<file path="src/rtl/lab3_debounce_pkg.sv">
// Shared types and default constants for the lab3 two-channel input debouncer.
package lab3_debounce_pkg;

    localparam int unsigned SYNC_STAGES_DEF     = 2;
    localparam int unsigned DEBOUNCE_CYCLES_DEF = 4;

    typedef enum logic [1:0] {
        StStableLo = 2'b00,
        StWaitHi   = 2'b01,
        StStableHi = 2'b10,
        StWaitLo   = 2'b11
    } deb_state_t;

    // Accepted level: stays at the old value while a new level is still being qualified.
    function automatic logic deb_level(deb_state_t s);
        return (s == StStableHi) || (s == StWaitLo);
    endfunction

endpackage

</file>
<file path="src/rtl/lab3_debounce_ch.sv">
// One debounce channel: synchronizer chain, dwell counter and four-state FSM.
// Optional change pulse output o_chg exists only when LAB3_EDGE_PULSE_EN is defined.
module lab3_debounce_ch
    import lab3_debounce_pkg::*;
#(
    parameter int unsigned SYNC_STAGES     = SYNC_STAGES_DEF,
    parameter int unsigned DEBOUNCE_CYCLES = DEBOUNCE_CYCLES_DEF
) (
    input  logic clk,
    input  logic rst_n,
    input  logic i_raw,
`ifdef LAB3_EDGE_PULSE_EN
    output logic o_chg,
`endif
    output logic o_level
);

    localparam int unsigned CNT_W = $clog2(DEBOUNCE_CYCLES + 1);
    localparam logic [CNT_W-1:0] CNT_ONE  = CNT_W'(1);
    localparam logic [CNT_W-1:0] CNT_DONE = CNT_W'(DEBOUNCE_CYCLES);
    // With a one-cycle dwell the first synced sample already qualifies the new level.
    localparam bit LOAD_DONE = (DEBOUNCE_CYCLES == 1);

    logic [SYNC_STAGES-1:0] r_sync;
    logic                   w_synced;
    deb_state_t             r_state;
    deb_state_t             w_state_d;
    logic [CNT_W-1:0]       r_cnt;
    logic [CNT_W-1:0]       w_cnt_d;
    logic [CNT_W-1:0]       w_cnt_inc;
    logic                   r_level;

    always_ff @(posedge clk or negedge rst_n) begin
        if (!rst_n) begin
            r_sync <= '0;
        end else begin
            r_sync <= {r_sync[SYNC_STAGES-2:0], i_raw};
        end
    end

    assign w_synced  = r_sync[SYNC_STAGES-1];
    assign w_cnt_inc = r_cnt + CNT_ONE;

    always_ff @(posedge clk or negedge rst_n) begin
        if (!rst_n) begin
            r_state <= StStableLo;
            r_cnt   <= '0;
        end else begin
            r_state <= w_state_d;
            r_cnt   <= w_cnt_d;
        end
    end

    always_comb begin
        w_state_d = r_state;
        w_cnt_d   = r_cnt;
        unique case (r_state)
            StStableLo: begin
                if (w_synced) begin
                    if (LOAD_DONE) begin
                        w_state_d = StStableHi;
                        w_cnt_d   = '0;
                    end else begin
                        w_state_d = StWaitHi;
                        w_cnt_d   = CNT_ONE;
                    end
                end
            end
            StWaitHi: begin
                if (!w_synced) begin
                    w_state_d = StStableLo;
                    w_cnt_d   = '0;
                end else if (w_cnt_inc == CNT_DONE) begin
                    w_state_d = StStableHi;
                    w_cnt_d   = '0;
                end else begin
                    w_cnt_d = w_cnt_inc;
                end
            end
            StStableHi: begin
                if (!w_synced) begin
                    if (LOAD_DONE) begin
                        w_state_d = StStableLo;
                        w_cnt_d   = '0;
                    end else begin
                        w_state_d = StWaitLo;
                        w_cnt_d   = CNT_ONE;
                    end
                end
            end
            StWaitLo: begin
                if (w_synced) begin
                    w_state_d = StStableHi;
                    w_cnt_d   = '0;
                end else if (w_cnt_inc == CNT_DONE) begin
                    w_state_d = StStableLo;
                    w_cnt_d   = '0;
                end else begin
                    w_cnt_d = w_cnt_inc;
                end
            end
            default: begin
                w_state_d = StStableLo;
                w_cnt_d   = '0;
            end
        endcase
    end

    // Output is a flop of the state's level, so it lags the state by one edge.
    always_ff @(posedge clk or negedge rst_n) begin
        if (!rst_n) begin
            r_level <= 1'b0;
        end else begin
            r_level <= deb_level(r_state);
        end
    end

    assign o_level = r_level;

`ifdef LAB3_EDGE_PULSE_EN
    logic r_chg;

    always_ff @(posedge clk or negedge rst_n) begin
        if (!rst_n) begin
            r_chg <= 1'b0;
        end else begin
            r_chg <= deb_level(r_state) ^ r_level;
        end
    end

    assign o_chg = r_chg;
`endif

endmodule

</file>
<file path="src/rtl/lab3_input_debounce.sv">
// Two independent debounced inputs (a, b) feeding the lab3 Y = NOT A AND B gate.
// Define LAB3_EDGE_PULSE_EN to add the a_chg/b_chg one-cycle change pulses.
module lab3_input_debounce
    import lab3_debounce_pkg::*;
#(
    parameter int unsigned SYNC_STAGES     = SYNC_STAGES_DEF,
    parameter int unsigned DEBOUNCE_CYCLES = DEBOUNCE_CYCLES_DEF
) (
    input  logic clk,
    input  logic rst_n,
    input  logic a_raw,
    input  logic b_raw,
`ifdef LAB3_EDGE_PULSE_EN
    output logic a_chg,
    output logic b_chg,
`endif
    output logic a,
    output logic b
);

    lab3_debounce_ch #(
        .SYNC_STAGES     (SYNC_STAGES),
        .DEBOUNCE_CYCLES (DEBOUNCE_CYCLES)
    ) u_ch_a (
        .clk     (clk),
        .rst_n   (rst_n),
        .i_raw   (a_raw),
`ifdef LAB3_EDGE_PULSE_EN
        .o_chg   (a_chg),
`endif
        .o_level (a)
    );

    lab3_debounce_ch #(
        .SYNC_STAGES     (SYNC_STAGES),
        .DEBOUNCE_CYCLES (DEBOUNCE_CYCLES)
    ) u_ch_b (
        .clk     (clk),
        .rst_n   (rst_n),
        .i_raw   (b_raw),
`ifdef LAB3_EDGE_PULSE_EN
        .o_chg   (b_chg),
`endif
        .o_level (b)
    );

endmodule
</file>
<file path="config.mk">
export PLATFORM = sky130hd
export DESIGN_NAME = lab3_input_debounce
export DESIGN_NICKNAME = d
export VERILOG_FILES = /design/src/rtl/lab3_debounce_pkg.sv /design/src/rtl/lab3_debounce_ch.sv /design/src/rtl/lab3_input_debounce.sv
export SDC_FILE = /design/constraint.sdc
export NUM_CORES = 1
export LEC_CHECK = 0
export ABC_CLOCK_PERIOD_IN_PS = 1900
export BUFFER_PORTS_ARGS = -buffer_cell sky130_fd_sc_hd__buf_2
export CORE_MARGIN = 5
export CORE_UTILIZATION = 30
export DETAILED_ROUTE_END_ITERATION = 12
export GPL_TIMING_DRIVEN = 0
export PLACE_DENSITY = 0.52
export SLEW_MARGIN = 0
export SYNTH_ARGS = -nofsm -noshare
export SYNTH_HDL_FRONTEND = slang
export SYNTH_SLANG_ARGS = --single-unit
</file>
<file path="constraint.sdc">
create_clock -name clk -period 1.9 [get_ports clk]
set_input_delay 0.285 -clock clk [delete_from_list [all_inputs] [get_ports clk]]
set_output_delay 0.285 -clock clk [all_outputs]
set_load 0.01 [all_outputs]
</file>
==> reports/results.tsv <==
stage	metric	value	unit
outcome	status	finished clean	
yosys	area leader, netlist	dfrtp_1	
timing	minimum clock period	1470	ps
clock_tree	Post-CTS Hold Fix Bufs	1	
min_path	worst hold path depth	1	
drt	WL per Instance	10.3	µm
layout	n_diodes	0	
drt	Initial DRC Count	4	
timing	Worst Skew	2.79	ps
yosys	most common cell in the netlist	dfrtp_1	
yosys	Synth Area in Compound Gates	8.53	%
yosys	fraction of registers with async set/reset	100	%
die	DIE WIDTH	57.4	µm
yosys	synthesized area per cell	13.5	µm²
placed_design	Buffers on Ports	5	
yosys	synthesis-stage register bit count	16	
layout	share of cells above drive strength 1	26.7	%
layout	Nets	69	
worst_setup_path	crit path max fanout	4	
yosys	Yosys cell types	21	
die	Cell Rows	17	
grt	GRT busiest layer	met2	
grt	initial antenna violation count	0	
worst_setup_path	Worst EP required	2070	ps
drt	DRT Wirelength	910	µm
yosys	Syn Inst Count	50	
timing	Final Cycle Share	77.3	%
clock_tree	number of post-CTS setup repair buffers	0	
layout	layout overhead on the synthesized area	15.8	%
timing	final setup violation count	0	
grt	GR Util met2	11.5	%
yosys	prevailing post-synth register cell	dfrtp_1	
yosys	multiplexer area fraction after synthesis	5.38	%
timing	Hold Slack	105	ps
timing	Worst-Margin Slew	484	ps
pwr	power per standard cell area	1290	nW/µm²
yosys	main combinational cell family by area after synthesis	simple AND/OR/NAND/NOR gates	
yosys	adder-cell share of the synthesized area	7.42	%
placed_design	post-DP HPWL	687	µm
grt	met1 usage	7.78	%
drt	Detail Route Antenna Nets	0	
yosys	XOR/XNOR share of the synthesized area	5.19	%
clock_tree	CTS Sinks	16	
grt	GRT Overall Usage	6.75	%
clock_tree	CTS tree	done	
worst_setup_path	R2R setup slack	430	ps
timing	Final Hold Fails	0	
die	Die Ht	57.4	µm
placed_design	routability congestion estimate	0.694	
placed_design	pre-CTS setup slack	435	ps
yosys	Syn Nets	58	
worst_setup_path	Crit Path Class	flip-flop to flip-flop	
worst_setup_path	Worst Setup Start Kind	flip-flop	
clock_tree	Resize count post-CTS	0	
die	Starting Density	31.1	%
pwr	Peak VDD IR	0.577	mV
worst_setup_path	Arr. time, crit path	1640	ps
grt	global-route wire length before repair	1720	µm
die	core box area	2170	µm²
grt	number of global-route vias before repair	429	
worst_setup_path	R2R Path Start	u_ch_a.r_cnt[0]	
grt	met3 Use GR	1.36	%
min_path	Hold Crit Class	input port to flip-flop	
die	die area	3300	µm²
yosys	top cells by count, synth	dfrtp_1, nor2_1, ha_1	
drt	DR pass1 iterations	3	
clock_tree	Max Buffers Root-to-Sink	2	
die	I/O pins	6	
yosys	synthesized area	674	µm²
timing	Slew HR	67.5	%
timing	RSZ-0062 raised after global routing	no	
drt	DR vias/cell	4.25	
yosys	YS warnings	0	
min_path	min-delay src	b_raw	
timing	Slew Limit Fails	0	
yosys	Synth area leaders	dfrtp_1, ha_1, nand2b_4, nor2_1, xnor2_1	
drt	Vias	374	
grt	total gr overflow	0	
worst_setup_path	r2r worst-path depth	4	
grt	largest net degree at the start of global routing	17	
clock_tree	Clock Latency Late Sink	280	ps
clock_tree	Reg clk slew, reported paths	90	ps
clock_tree	depth of the CTS H-tree	1	
yosys	Post-synth EDFFs	0	
job	max_cap viols	0	
timing	Max Clk Rate	681	MHz
yosys	top-area cell type share of the netlist area	59.4	%
timing	post-route setup slack	432	ps
worst_setup_path	Critical Path End Type	flip-flop	
yosys	sequential fraction of the synthesis area	59.4	%
yosys	post-synthesis simple-gate area fraction	12.4	%
drt	drt drc	0	
pwr	Static Leakage	0.370	nW
clock_tree	root buffer cell	clkbuf_4	
min_path	Worst Hold End	u_ch_b.r_sync[0]	
clock_tree	total CTS buffers	3	
timing	setup TNS	0	ps
## per-layer routing
layer | share of wire [%] | routed length, µm | vias up
met5 | 0 | 0 | -
met4 | 0 | 0 | 0
met3 | 3.5 | 32 | 0
met2 | 50 | 455 | 4
met1 | 46 | 422 | 181
li1 | - | - | 189
## report_power, final
group          internal [mW]  switching [mW]  leakage, nW
Clock                  0.116           0.102       0.0210
Combinational          0.139           0.129        0.148
Sequential             0.433          0.0835        0.201
Total                  0.689           0.315        0.370
## cell type report
type | count | area [µm²]
timing repair buffer | 6 | 35.0
buffer | 2 | 7.51
clock buffer | 4 | 36.3
multi-input combinational | 31 | 263
fill | 217 | 1390
inverter | 1 | 3.75
tap | 28 | 35.0
sequential | 16 | 400
## critical path, cell delays in order, from the launching register on
cell and delay [ps]:
dfrtp_1 420, ha_1 260, nand2b_4 160, a21oi_2 170, mux2_2 350
## cell families after synthesis
kind of cell / count (synthesis)
adders and majority gates: 4
muxes: 3
DFF: 16
AOI/OAI and AO/OA: 7
and+or+nand+nor: 13
buffers and inverters: 3
xor gates and xnor gates: 4
## cells in the final DEF (no fill, tap or decap), drive strengths merged, types with 2 or more instances in the layout
cell type and count:
dfrtp 16, ha 4, clkbuf 6, nand2 3, nand3b 2, nand2b 2, a21oi 2, nor2 5
buf 5, xor2 2, xnor2 2, mux2 2
## how the worst max path moves through the flow
stage / startpoint / endpoint / slack, ps / depth (start not counted)
5_1_grt: u_ch_a.r_cnt[0] / flip-flop / 360 / 4
6_report: u_ch_a.r_cnt[0] / flip-flop / 430 / 4
3_5_place_dp: u_ch_a.r_cnt[0] / flip-flop / 430 / 4
4_1_cts: u_ch_a.r_cnt[0] / flip-flop / 420 / 4
2_1_floorplan: u_ch_a.r_cnt[0] / flip-flop / 520 / 4
3_3_place_gp: u_ch_a.r_cnt[0] / flip-flop / 440 / 4
## through the flow
| step | std cells | power (mW) | area, µm² | utilization, % |
|---|---|---|---|---|
| floorplan | 50 | 0.724 | 674 | - |
| global placement | 83 | 0.787 | 734 | 33.9 |
| detailed placement | 83 | 0.797 | 734 | 33.9 |
| CTS | 88 | 1.02 | 781 | 36.0 |
| global route | 88 | 1.08 | 781 | 36.0 |
| finish | 88 | 1.00 | 781 | 36.0 |
Power figures use the tool's default switching activity.
